`config.mk`:
```
export PLATFORM = sky130hd
export DESIGN_NAME = cb_param_crc_flat
export DESIGN_NICKNAME = d
export VERILOG_FILES = /design/src/rtl/cb_param_crc_pkg.sv /design/src/rtl/cb_param_crc_if.sv /design/src/rtl/cb_crc8_serial.sv /design/src/rtl/cb_param_crc.sv /design/src/flat_wrapper.sv
export SDC_FILE = /design/constraint.sdc
export NUM_CORES = 1
export LEC_CHECK = 0
export CORE_MARGIN = 2
export CORE_UTILIZATION = 56
export CTS_CLUSTER_DIAMETER = 60
export DETAILED_ROUTE_END_ITERATION = 7
export GPL_ROUTABILITY_DRIVEN = 0
export PLACE_DENSITY_LB_ADDON = 0.3
export SYNTH_ARGS = -nofsm -noshare
export SYNTH_HDL_FRONTEND = slang
export SYNTH_SLANG_ARGS = --single-unit
```
`constraint.sdc`:
```
create_clock -name prog_clk -period 6.35 [get_ports prog_clk]
set_clock_uncertainty 0.1 [all_clocks]
set_input_delay 0.9525 -clock prog_clk [delete_from_list [all_inputs] [get_ports prog_clk]]
set_output_delay 0.9525 -clock prog_clk [all_outputs]
set_load 0.01 [all_outputs]
```
`src/rtl/cb_param_crc_pkg.sv`:
```
// Shared constants, state encoding and helper functions for the connection box
// and other fabric blocks that reuse its serial CRC-8 frame check.
package cb_pkg;

    localparam int CRC_W = 8;
    localparam logic [CRC_W-1:0] CRC_POLY = 8'h07;

    // Program shift-register fill level, decoded from the bit counter.
    typedef enum logic [1:0] {
        ST_EMPTY,
        ST_LOADING,
        ST_FULL,
        ST_OVER
    } cb_state_e;

    function automatic logic [CRC_W-1:0] crc8_step(input logic [CRC_W-1:0] crc,
                                                   input logic             bit_in);
        logic fb;
        fb = crc[CRC_W-1] ^ bit_in;
        return {crc[CRC_W-2:0], 1'b0} ^ (fb ? CRC_POLY : {CRC_W{1'b0}});
    endfunction

    // Selector code 0 means "drive 0", so one extra code beyond the input bits.
    function automatic int sel_width(input int n_in, input int w);
        return $clog2(n_in * w + 1);
    endfunction

endpackage

```
`src/rtl/cb_param_crc_if.sv`:
```
// Program port and data channels of the connection box, bundled so the
// configuration master and the box share one typed connection.
interface cb_param_crc_if #(
    parameter int N_IN  = 4,
    parameter int N_OUT = 4,
    parameter int W     = 4
);

    logic                  prog_in;
    logic                  prog_en;
    logic                  prog_commit;
    logic                  prog_rb;
    logic                  prog_out;
    logic [N_IN*W-1:0]     in_flat;
    logic [N_OUT*W-1:0]    out_flat;
    logic                  cfg_valid;
    logic                  cfg_err;

    modport master (
        output prog_in,
        output prog_en,
        output prog_commit,
        output prog_rb,
        output in_flat,
        input  prog_out,
        input  out_flat,
        input  cfg_valid,
        input  cfg_err
    );

    modport slave (
        input  prog_in,
        input  prog_en,
        input  prog_commit,
        input  prog_rb,
        input  in_flat,
        output prog_out,
        output out_flat,
        output cfg_valid,
        output cfg_err
    );

endinterface

```
`src/rtl/cb_crc8_serial.sv`:
```
// Bit-serial CRC-8 remainder register; a good frame (payload then trailer,
// MSB first) leaves the remainder at zero.
module cb_crc8_serial
    import cb_pkg::*;
(
    input  logic             clk,
    input  logic             rst,
    input  logic             clear,
    input  logic             en,
    input  logic             bit_in,
    output logic [CRC_W-1:0] crc
);

    logic [CRC_W-1:0] crc_q;
    logic [CRC_W-1:0] crc_d;

    // Clear takes priority so a caller can restart a frame on any cycle.
    always_comb begin
        crc_d = crc_q;
        if (clear) begin
            crc_d = '0;
        end else if (en) begin
            crc_d = crc8_step(crc_q, bit_in);
        end
    end

    always_ff @(posedge clk or posedge rst) begin
        if (rst) begin
            crc_q <= '0;
        end else begin
            crc_q <= crc_d;
        end
    end

    assign crc = crc_q;

endmodule

```
`src/rtl/cb_param_crc.sv`:
```
// Parametrised connection box: serial CRC-checked program frame, shadow/active
// double buffer with readback, and a registered per-output-bit selector mux.
module cb_param_crc
    import cb_pkg::*;
#(
    parameter int N_IN  = 4,
    parameter int N_OUT = 4,
    parameter int W     = 4
) (
    input  logic          prog_clk,
    input  logic          rst,
    cb_param_crc_if.slave bus
);

    localparam int SEL_W      = sel_width(N_IN, W);
    localparam int IN_BITS    = N_IN * W;
    localparam int OUT_BITS   = N_OUT * W;
    localparam int CFG_BITS   = OUT_BITS * SEL_W;
    localparam int FRAME_BITS = CFG_BITS + CRC_W;
    localparam int CNT_W      = $clog2(FRAME_BITS + 2);
    localparam int EXT_W      = 1 << SEL_W;

    localparam logic [CNT_W-1:0] CNT_FULL = CNT_W'(FRAME_BITS);
    localparam logic [CNT_W-1:0] CNT_SAT  = CNT_W'(FRAME_BITS + 1);

    logic [FRAME_BITS-1:0] sreg_q,      sreg_d;
    logic [FRAME_BITS-1:0] active_q,    active_d;
    logic [CNT_W-1:0]      cnt_q,       cnt_d;
    logic                  cfg_valid_q, cfg_valid_d;
    logic                  cfg_err_q,   cfg_err_d;
    logic [OUT_BITS-1:0]   out_flat_q,  out_flat_d;

    logic [CRC_W-1:0]      crc;
    logic                  shift_en;
    logic                  commit_acc;
    logic                  rb_acc;
    logic                  frame_ok;
    cb_state_e             state;
    logic [EXT_W-1:0]      in_ext;

    // Shifting wins over both pulses, and commit wins over readback.
    assign shift_en   = bus.prog_en;
    assign commit_acc = !bus.prog_en && bus.prog_commit;
    assign rb_acc     = !bus.prog_en && !bus.prog_commit && bus.prog_rb;

    cb_crc8_serial u_crc (
        .clk    (prog_clk),
        .rst    (rst),
        .clear  (commit_acc || rb_acc),
        .en     (shift_en),
        .bit_in (bus.prog_in),
        .crc    (crc)
    );

    always_comb begin
        state = ST_LOADING;
        if (cnt_q == '0) begin
            state = ST_EMPTY;
        end else if (cnt_q == CNT_FULL) begin
            state = ST_FULL;
        end else if (cnt_q > CNT_FULL) begin
            state = ST_OVER;
        end
    end

    assign frame_ok = (state == ST_FULL) && (crc == '0);

    // A failed commit leaves active and cfg_valid alone but still restarts the frame.
    always_comb begin
        sreg_d      = sreg_q;
        active_d    = active_q;
        cnt_d       = cnt_q;
        cfg_valid_d = cfg_valid_q;
        cfg_err_d   = cfg_err_q;
        if (shift_en) begin
            sreg_d = {bus.prog_in, sreg_q[FRAME_BITS-1:1]};
            if (cnt_q != CNT_SAT) begin
                cnt_d = cnt_q + CNT_W'(1);
            end
        end else if (commit_acc) begin
            cnt_d = '0;
            if (frame_ok) begin
                active_d    = sreg_q;
                cfg_valid_d = 1'b1;
                cfg_err_d   = 1'b0;
            end else begin
                cfg_err_d   = 1'b1;
            end
        end else if (rb_acc) begin
            sreg_d = active_q;
            cnt_d  = '0;
        end
    end

    // Code 0 and every code above IN_BITS land on the zero-filled ends of this vector.
    always_comb begin
        in_ext            = '0;
        in_ext[IN_BITS:1] = bus.in_flat;
    end

    for (genvar j = 0; j < OUT_BITS; j++) begin : g_route
        logic [SEL_W-1:0] sel;
        assign sel           = active_q[j*SEL_W +: SEL_W];
        assign out_flat_d[j] = in_ext[sel];
    end

    always_ff @(posedge prog_clk or posedge rst) begin
        if (rst) begin
            sreg_q      <= '0;
            active_q    <= '0;
            cnt_q       <= '0;
            cfg_valid_q <= 1'b0;
            cfg_err_q   <= 1'b0;
            out_flat_q  <= '0;
        end else begin
            sreg_q      <= sreg_d;
            active_q    <= active_d;
            cnt_q       <= cnt_d;
            cfg_valid_q <= cfg_valid_d;
            cfg_err_q   <= cfg_err_d;
            out_flat_q  <= out_flat_d;
        end
    end

    assign bus.prog_out  = sreg_q[0];
    assign bus.out_flat  = out_flat_q;
    assign bus.cfg_valid = cfg_valid_q;
    assign bus.cfg_err   = cfg_err_q;

endmodule
```
`src/flat_wrapper.sv`:
```
// flat-port wrapper written by rule: the top's interface ports become plain ports
module cb_param_crc_flat import cb_pkg::*;
#(
    parameter int N_IN  = 4,
    parameter int N_OUT = 4,
    parameter int W     = 4
)
  (prog_clk, rst, bus_prog_in, bus_prog_en, bus_prog_commit, bus_prog_rb, bus_in_flat, bus_prog_out, bus_out_flat, bus_cfg_valid, bus_cfg_err);
  cb_param_crc_if #(.N_IN(N_IN), .N_OUT(N_OUT), .W(W)) bus_i ();
  input  logic prog_clk;
  input  logic rst;
  input wire logic [$bits(bus_i.prog_in)-1:0] bus_prog_in;
  input wire logic [$bits(bus_i.prog_en)-1:0] bus_prog_en;
  input wire logic [$bits(bus_i.prog_commit)-1:0] bus_prog_commit;
  input wire logic [$bits(bus_i.prog_rb)-1:0] bus_prog_rb;
  input wire logic [$bits(bus_i.in_flat)-1:0] bus_in_flat;
  output wire logic [$bits(bus_i.prog_out)-1:0] bus_prog_out;
  output wire logic [$bits(bus_i.out_flat)-1:0] bus_out_flat;
  output wire logic [$bits(bus_i.cfg_valid)-1:0] bus_cfg_valid;
  output wire logic [$bits(bus_i.cfg_err)-1:0] bus_cfg_err;
  assign bus_i.prog_in = bus_prog_in;
  assign bus_i.prog_en = bus_prog_en;
  assign bus_i.prog_commit = bus_prog_commit;
  assign bus_i.prog_rb = bus_prog_rb;
  assign bus_i.in_flat = bus_in_flat;
  assign bus_prog_out = bus_i.prog_out;
  assign bus_out_flat = bus_i.out_flat;
  assign bus_cfg_valid = bus_i.cfg_valid;
  assign bus_cfg_err = bus_i.cfg_err;
  cb_param_crc #(.N_IN(N_IN), .N_OUT(N_OUT), .W(W)) u_core (.prog_clk(prog_clk), .rst(rst), .bus(bus_i));
endmodule
```
==> metrics.cfg, run 1 <==
[place]
port_buffers=40
place_hpwl_um=13600
place_ws_ns=2.67

[synthesis]
synthAdderAreaFrac_pct=0.334
syn_inst=968
post_synth.cell_area_avg_um2=11.6
ys_types=48
ys_ff_latch=209
synth_edf_count=0
synthArstFlopShare_pct=100
synth_area_um2=11200
synth_top_family_by_area=multiplexers
synth_compound_area_share_pct=9.10
yosysWarningCount=0
synth_xor_area_share_pct=0.468
ys_seq_area_share_pct=46.5
synthMuxAreaShare_pct=29.8
synthSimpleGateAreaFrac_pct=9.04
synth_top_area_share_pct=46.5
ys.flop_type=dfrtp_1
synth_top_area_cell=dfrtp_1
synth.area.top_cells=dfrtp_1 47%, mux2i_1 13%, mux4_2 6.6%
syn-num-nets=993

[pwr]
cellLeakagePower_nw=5.15
powerDensity_nw_per_um2=227
max-vdd-ir-drop_mv=0.171
design_power_total_mw=2.78

[sta]
setup_slack_ns=3.14
setup_viol=0
fin_crit_sh_pct=50.5
rsz0062_at_grt=no
slew_viol_final=0
worst_pin_slew_ns=1.21
finalHoldViolations=0
max_freq_mhz=312
period_minus_slack_ns=3.21
whs_ns=0.364
tns_ns=0
max_slew_margin_pct=18.6

[floorplan]
core_um2=19600
fp.dieH_um=146
start_util_pct=57.4
ioPinCount=41
rows=51
die_area_um2=21200
die_w_um=146

[layout]
fin_nets=974
nFillCells=1560
final_cell_mix=209 x dfrtp_1, 147 x mux2i_1, 95 x nand2_1, 90 x o21ai_0, 65 x mux2_2
final_common_cell=dfrtp_1
drive_above_1_share_pct=18.9
syn_to_final_growth_pct=8.95
antenna_cells=0

[worst_setup_path]
path_cells=clkdlybuf4s50_1, nor2b_1, nand4_2, nor2_8, buf_4, mux2_2
worstPathArrival_ns=3.49
cp_data_required_time_ns=6.63
path_class=input pin to register
cp_max_fo=36
slowest_stage=clkdlybuf4s50_1
end_kind=register
path_delay_family=buffers and inverters
setup.worst_path.start_class=input pin
worst-path-buf-inv=2
cp_slowest_stage_delay_ns=0.60

[global_route]
overflow=0
grt.total_usage_pct=22.6
antenna_found_initial=1
grt_pass1_wl_um=39500
grt_pass1_vias=7486
grt_max_degree=116

[route]
drt-initial-drc-count=518
wl_per_cell_um=19.5
post-route-drc-count=0
vias_per_cell=6.12
via_count=7504
wl_um=23900
firstDrtPassIters=5
detail-route-antenna-nets=0

[clock_network]
cts_tree=built
cts_made_buffers=23
cts-root-buf=clkbuf_16
cts.sinks=209
worstSkewPairLatency_ns=0.50
cts.path.max_buffers=3
post_cts_buffers=0
cts.htree.levels=1
cts_hold_buf=0
cts_resized=0
clkTransAtPathRegs_ns=0.06

[hold_path]
hp-class=register to register

[flow_run]
maxCapViolations=0

[outcome]
outcome=finished, final reports clean

## power by group
group          internal (mW)  switching [mW]  leakage (nW)
sequential              1.35          0.0117          2.90
combinational         0.0655           0.121          1.89
clock                  0.718           0.516         0.351
total                   2.13           0.648          5.15
## flip-flops by register name (all words and copies together), names as in the netlist
signal / cells
u_core.cnt_q: 7
u_core.bus.cfg_err: 1
u_core.active_q: 88
u_core.bus.cfg_valid: 1
u_core.bus.out_flat: 16
u_core.u_crc.crc: 8
u_core.sreg_q: 88
## final timing paths
path | from | endpoint | slack (ns) | cells past startpoint
worst max-delay path | bus_prog_commit | u_core.active_q[26]$_DFFE_PP0P_ | 3.14 | 6
worst min-delay path | u_core.bus.cfg_valid$_DFFE_PP0P_ | u_core.bus.cfg_valid$_DFFE_PP0P_ | 0.36 | 1
worst max register to register | u_core.cnt_q[0]$_DFFE_PP0P_ | u_core.active_q[26]$_DFFE_PP0P_ | 3.47 | 7
worst min register to register | u_core.bus.cfg_valid$_DFFE_PP0P_ | u_core.bus.cfg_valid$_DFFE_PP0P_ | 0.36 | 1
max in group asynchronous | rst | u_core.active_q[21]$_DFFE_PP0P_ | 4.16 | 3
min in group asynchronous | rst | u_core.sreg_q[46]$_DFFE_PP0P_ | 0.72 | 2
## metal layers
metal  part of all wire, %  vias to the layer above  GRT usage, %
li1                      -                     3483             -
met1                    46                     3740          32.6
met2                    46                      217          35.5
met3                   6.1                       62          3.89
met4                   2.5                        2          6.67
met5                 0.029                        -             0
## synth_stat cells, drive strengths merged (4+ instances only)
cell,number
a22oi,7
a211o,4
nand2,95
a21oi,35
nor2b,17
dfrtp,209
a211oi,7
clkbuf,46
a2111oi,7
mux2i,147
nor2,30
mux2,94
mux4,33
a31oi,7
or4b,13
nand3,11
inv,6
nor3b,5
o21ai,90
a22o,10
nor3,12
buf,47
## cells by family after synthesis
| group | after synthesis |
|---|---|
| AO/OA/AOI/OAI | 175 |
| XOR/XNOR | 6 |
| adder cells (fa/ha/maj) | 3 |
| buffers and inverters | 99 |
| flip-flops | 209 |
| multiplexers | 274 |
| AND/OR/NAND/NOR | 202 |
## metrics by stage
stage	instances	instance area, um^2	utilization, %
after floorplan	968	11200	-
after global placement	1189	11500	59.0
after detailed placement	1189	11500	59.0
after CTS	1227	12200	62.5
after global routing	1227	12200	62.5
final	1227	12200	62.5
## layout make-up
class,count,area (um^2),area share (%)
Clock buffer,31,656,5.35
Clock inverter,7,38.8,0.317
Inverter,6,26.3,0.215
Multi-Input combinational cell,660,5480,44.8
Sequential cell,209,5230,42.7
Tap cell,265,332,2.71
Timing Repair Buffer,49,478,3.90
(Power assumes the default switching activity.)
==> run 2, diff against run 1 <==
==> constraint.sdc (replaced) <==
create_clock -name prog_clk -period 2.85 [get_ports prog_clk]
set_clock_uncertainty 0.1 [all_clocks]
set_input_delay 0.4275 -clock prog_clk [delete_from_list [all_inputs] [get_ports prog_clk]]
set_output_delay 0.4275 -clock prog_clk [all_outputs]
set_load 0.01 [all_outputs]
==> metrics.cfg, run 2 (same netlist as run 1, synthesis figures left out) <==
[floorplan]
fp.dieH_um=146
die_w_um=146
rows=51
ioPinCount=41
die_area_um2=21200
core_um2=19600
start_util_pct=57.4

[sta]
max_slew_margin_pct=56.1
finalHoldViolations=0
slew_viol_final=0
fin_crit_sh_pct=81.4
worst_pin_slew_ns=0.658
rsz0062_at_grt=no
whs_ns=0.154
max_freq_mhz=431
period_minus_slack_ns=2.32
setup_slack_ns=0.529
setup_viol=0

[route]
detail-route-antenna-nets=0
post-route-drc-count=0
via_count=7642
firstDrtPassIters=6
wl_um=24100
wl_per_cell_um=19.1
drt-initial-drc-count=493
vias_per_cell=6.05

[global_route]
antenna_found_initial=0
grt_pass1_vias=7769
overflow=0
grt.total_usage_pct=23.4
grt_max_degree=80
grt_pass1_wl_um=41000

[pwr]
pwr-share-clk_pct=44.6
powerDensity_nw_per_um2=497
max-vdd-ir-drop_mv=0.472
seq_power_share_pct=48.1
netSwitchingFraction_pct=23.3
internal_power_mw=4.82
design_power_total_mw=6.29
pwr-share-comb_pct=7.3
switchingPower_mw=1.47
cellLeakagePower_nw=5.35

[clock_network]
worstSkewPairLatency_ns=0.50
cts.path.max_buffers=3
cts.sinks=209
cts_tree=built
clkTransAtPathRegs_ns=0.06
cts_hold_buf=0
cts-root-buf=clkbuf_16
cts_resized=0
cts.htree.levels=1
post_cts_buffers=0
cts_made_buffers=23

[place]
dp.cells=1223
place_hpwl_um=14900
place_ws_ns=0.325
port_buffers=40

[layout]
drive_above_1_share_pct=21.6
syn_to_final_growth_pct=12.5
ff_latch_area_um2=5230
fin_cells=1263
multi_input_area_um2=5480
fin_util_pct=64.5
nFillCells=1528
antenna_cells=0
final_cell_mix=209 x dfrtp_1, 147 x mux2i_1, 95 x nand2_1, 90 x o21ai_0, 65 x mux2_2
fin_nets=1008
final_common_cell=dfrtp_1

[hold_path]
holdPathStages=4
hp-class=input pin to register

[worst_setup_path]
cp_max_fo=47
path_class=register to register
setup.worst_path.start_class=register
worstPathArrival_ns=2.61
cp_data_required_time_ns=3.14
end_kind=register
rr_worst_depth=7

[outcome]
outcome=finished, final reports clean

[flow_run]
maxCapViolations=0

-- run 2: cell types whose count changed in the layout (fill, tap and decap cells not counted), sizes merged --
cell	change
buf	+34
clkbuf	+3
clkinv	-2
clkinvlp	+1
-- run 2: worst paths after layout --
check / start / end / slack, ns
min reg2reg: u_core.bus.cfg_valid$_DFFE_PP0P_ / u_core.bus.cfg_valid$_DFFE_PP0P_ / 0.37
max in group asynchronous: rst / u_core.active_q[8]$_DFFE_PP0P_ / 1.63
max: u_core.cnt_q[1]$_DFFE_PP0P_ / u_core.active_q[64]$_DFFE_PP0P_ / 0.53
min in group asynchronous: rst / u_core.active_q[45]$_DFFE_PP0P_ / 0.23
min: bus_prog_en / u_core.bus.cfg_err$_DFFE_PP0P_ / 0.15
max reg2reg: u_core.cnt_q[1]$_DFFE_PP0P_ / u_core.active_q[64]$_DFFE_PP0P_ / 0.53
-- run 2: power groups by stage --
stage	clock (mW)	combinational (mW)	sequential, mW
final	2.80	0.462	3.02
after global routing	2.99	0.506	3.03
after CTS	2.88	0.465	3.02
after detailed placement	0	0.461	3.08
after global placement	0	0.454	3.07
after floorplan	0	0.280	3.07
-- run 2: cell type report --
class	count	share of cell area, %
multi-input combinational	660	43.4
sequential	209	41.4
timing repair buffer	83	6.79
clock buffer	34	5.35
tap	265	2.62
clock inverter	6	0.287
inverter	6	0.208
-- run 2: layer usage --
layer / vias up / global-route usage (%) / wire [um]
met5: - / 0 / 0
met2: 207 / 37.9 / 11600
met1: 3857 / 33.5 / 10600
met3: 36 / 4.23 / 1480
li1: 3542 / - / -
met4: 0 / 4.75 / 450
-- run 2: worst max-delay path: stages (launching register included) --
cell	delay (ns)
dfrtp_1	0.41
inv_1	0.14
ha_1	0.16
nor4b_2	0.28
nand4_2	0.23
nor2_8	0.17
buf_12	0.28
mux2_2	0.37
-- run 2: per-stage QoR --
stage | cell area [um^2] | setup TNS (ns)
detailed placement | 11900 | 0
floorplan | 11200 | -81.87
global placement | 11900 | 0
finish | 12600 | 0
CTS | 12600 | 0
global route | 12600 | 0
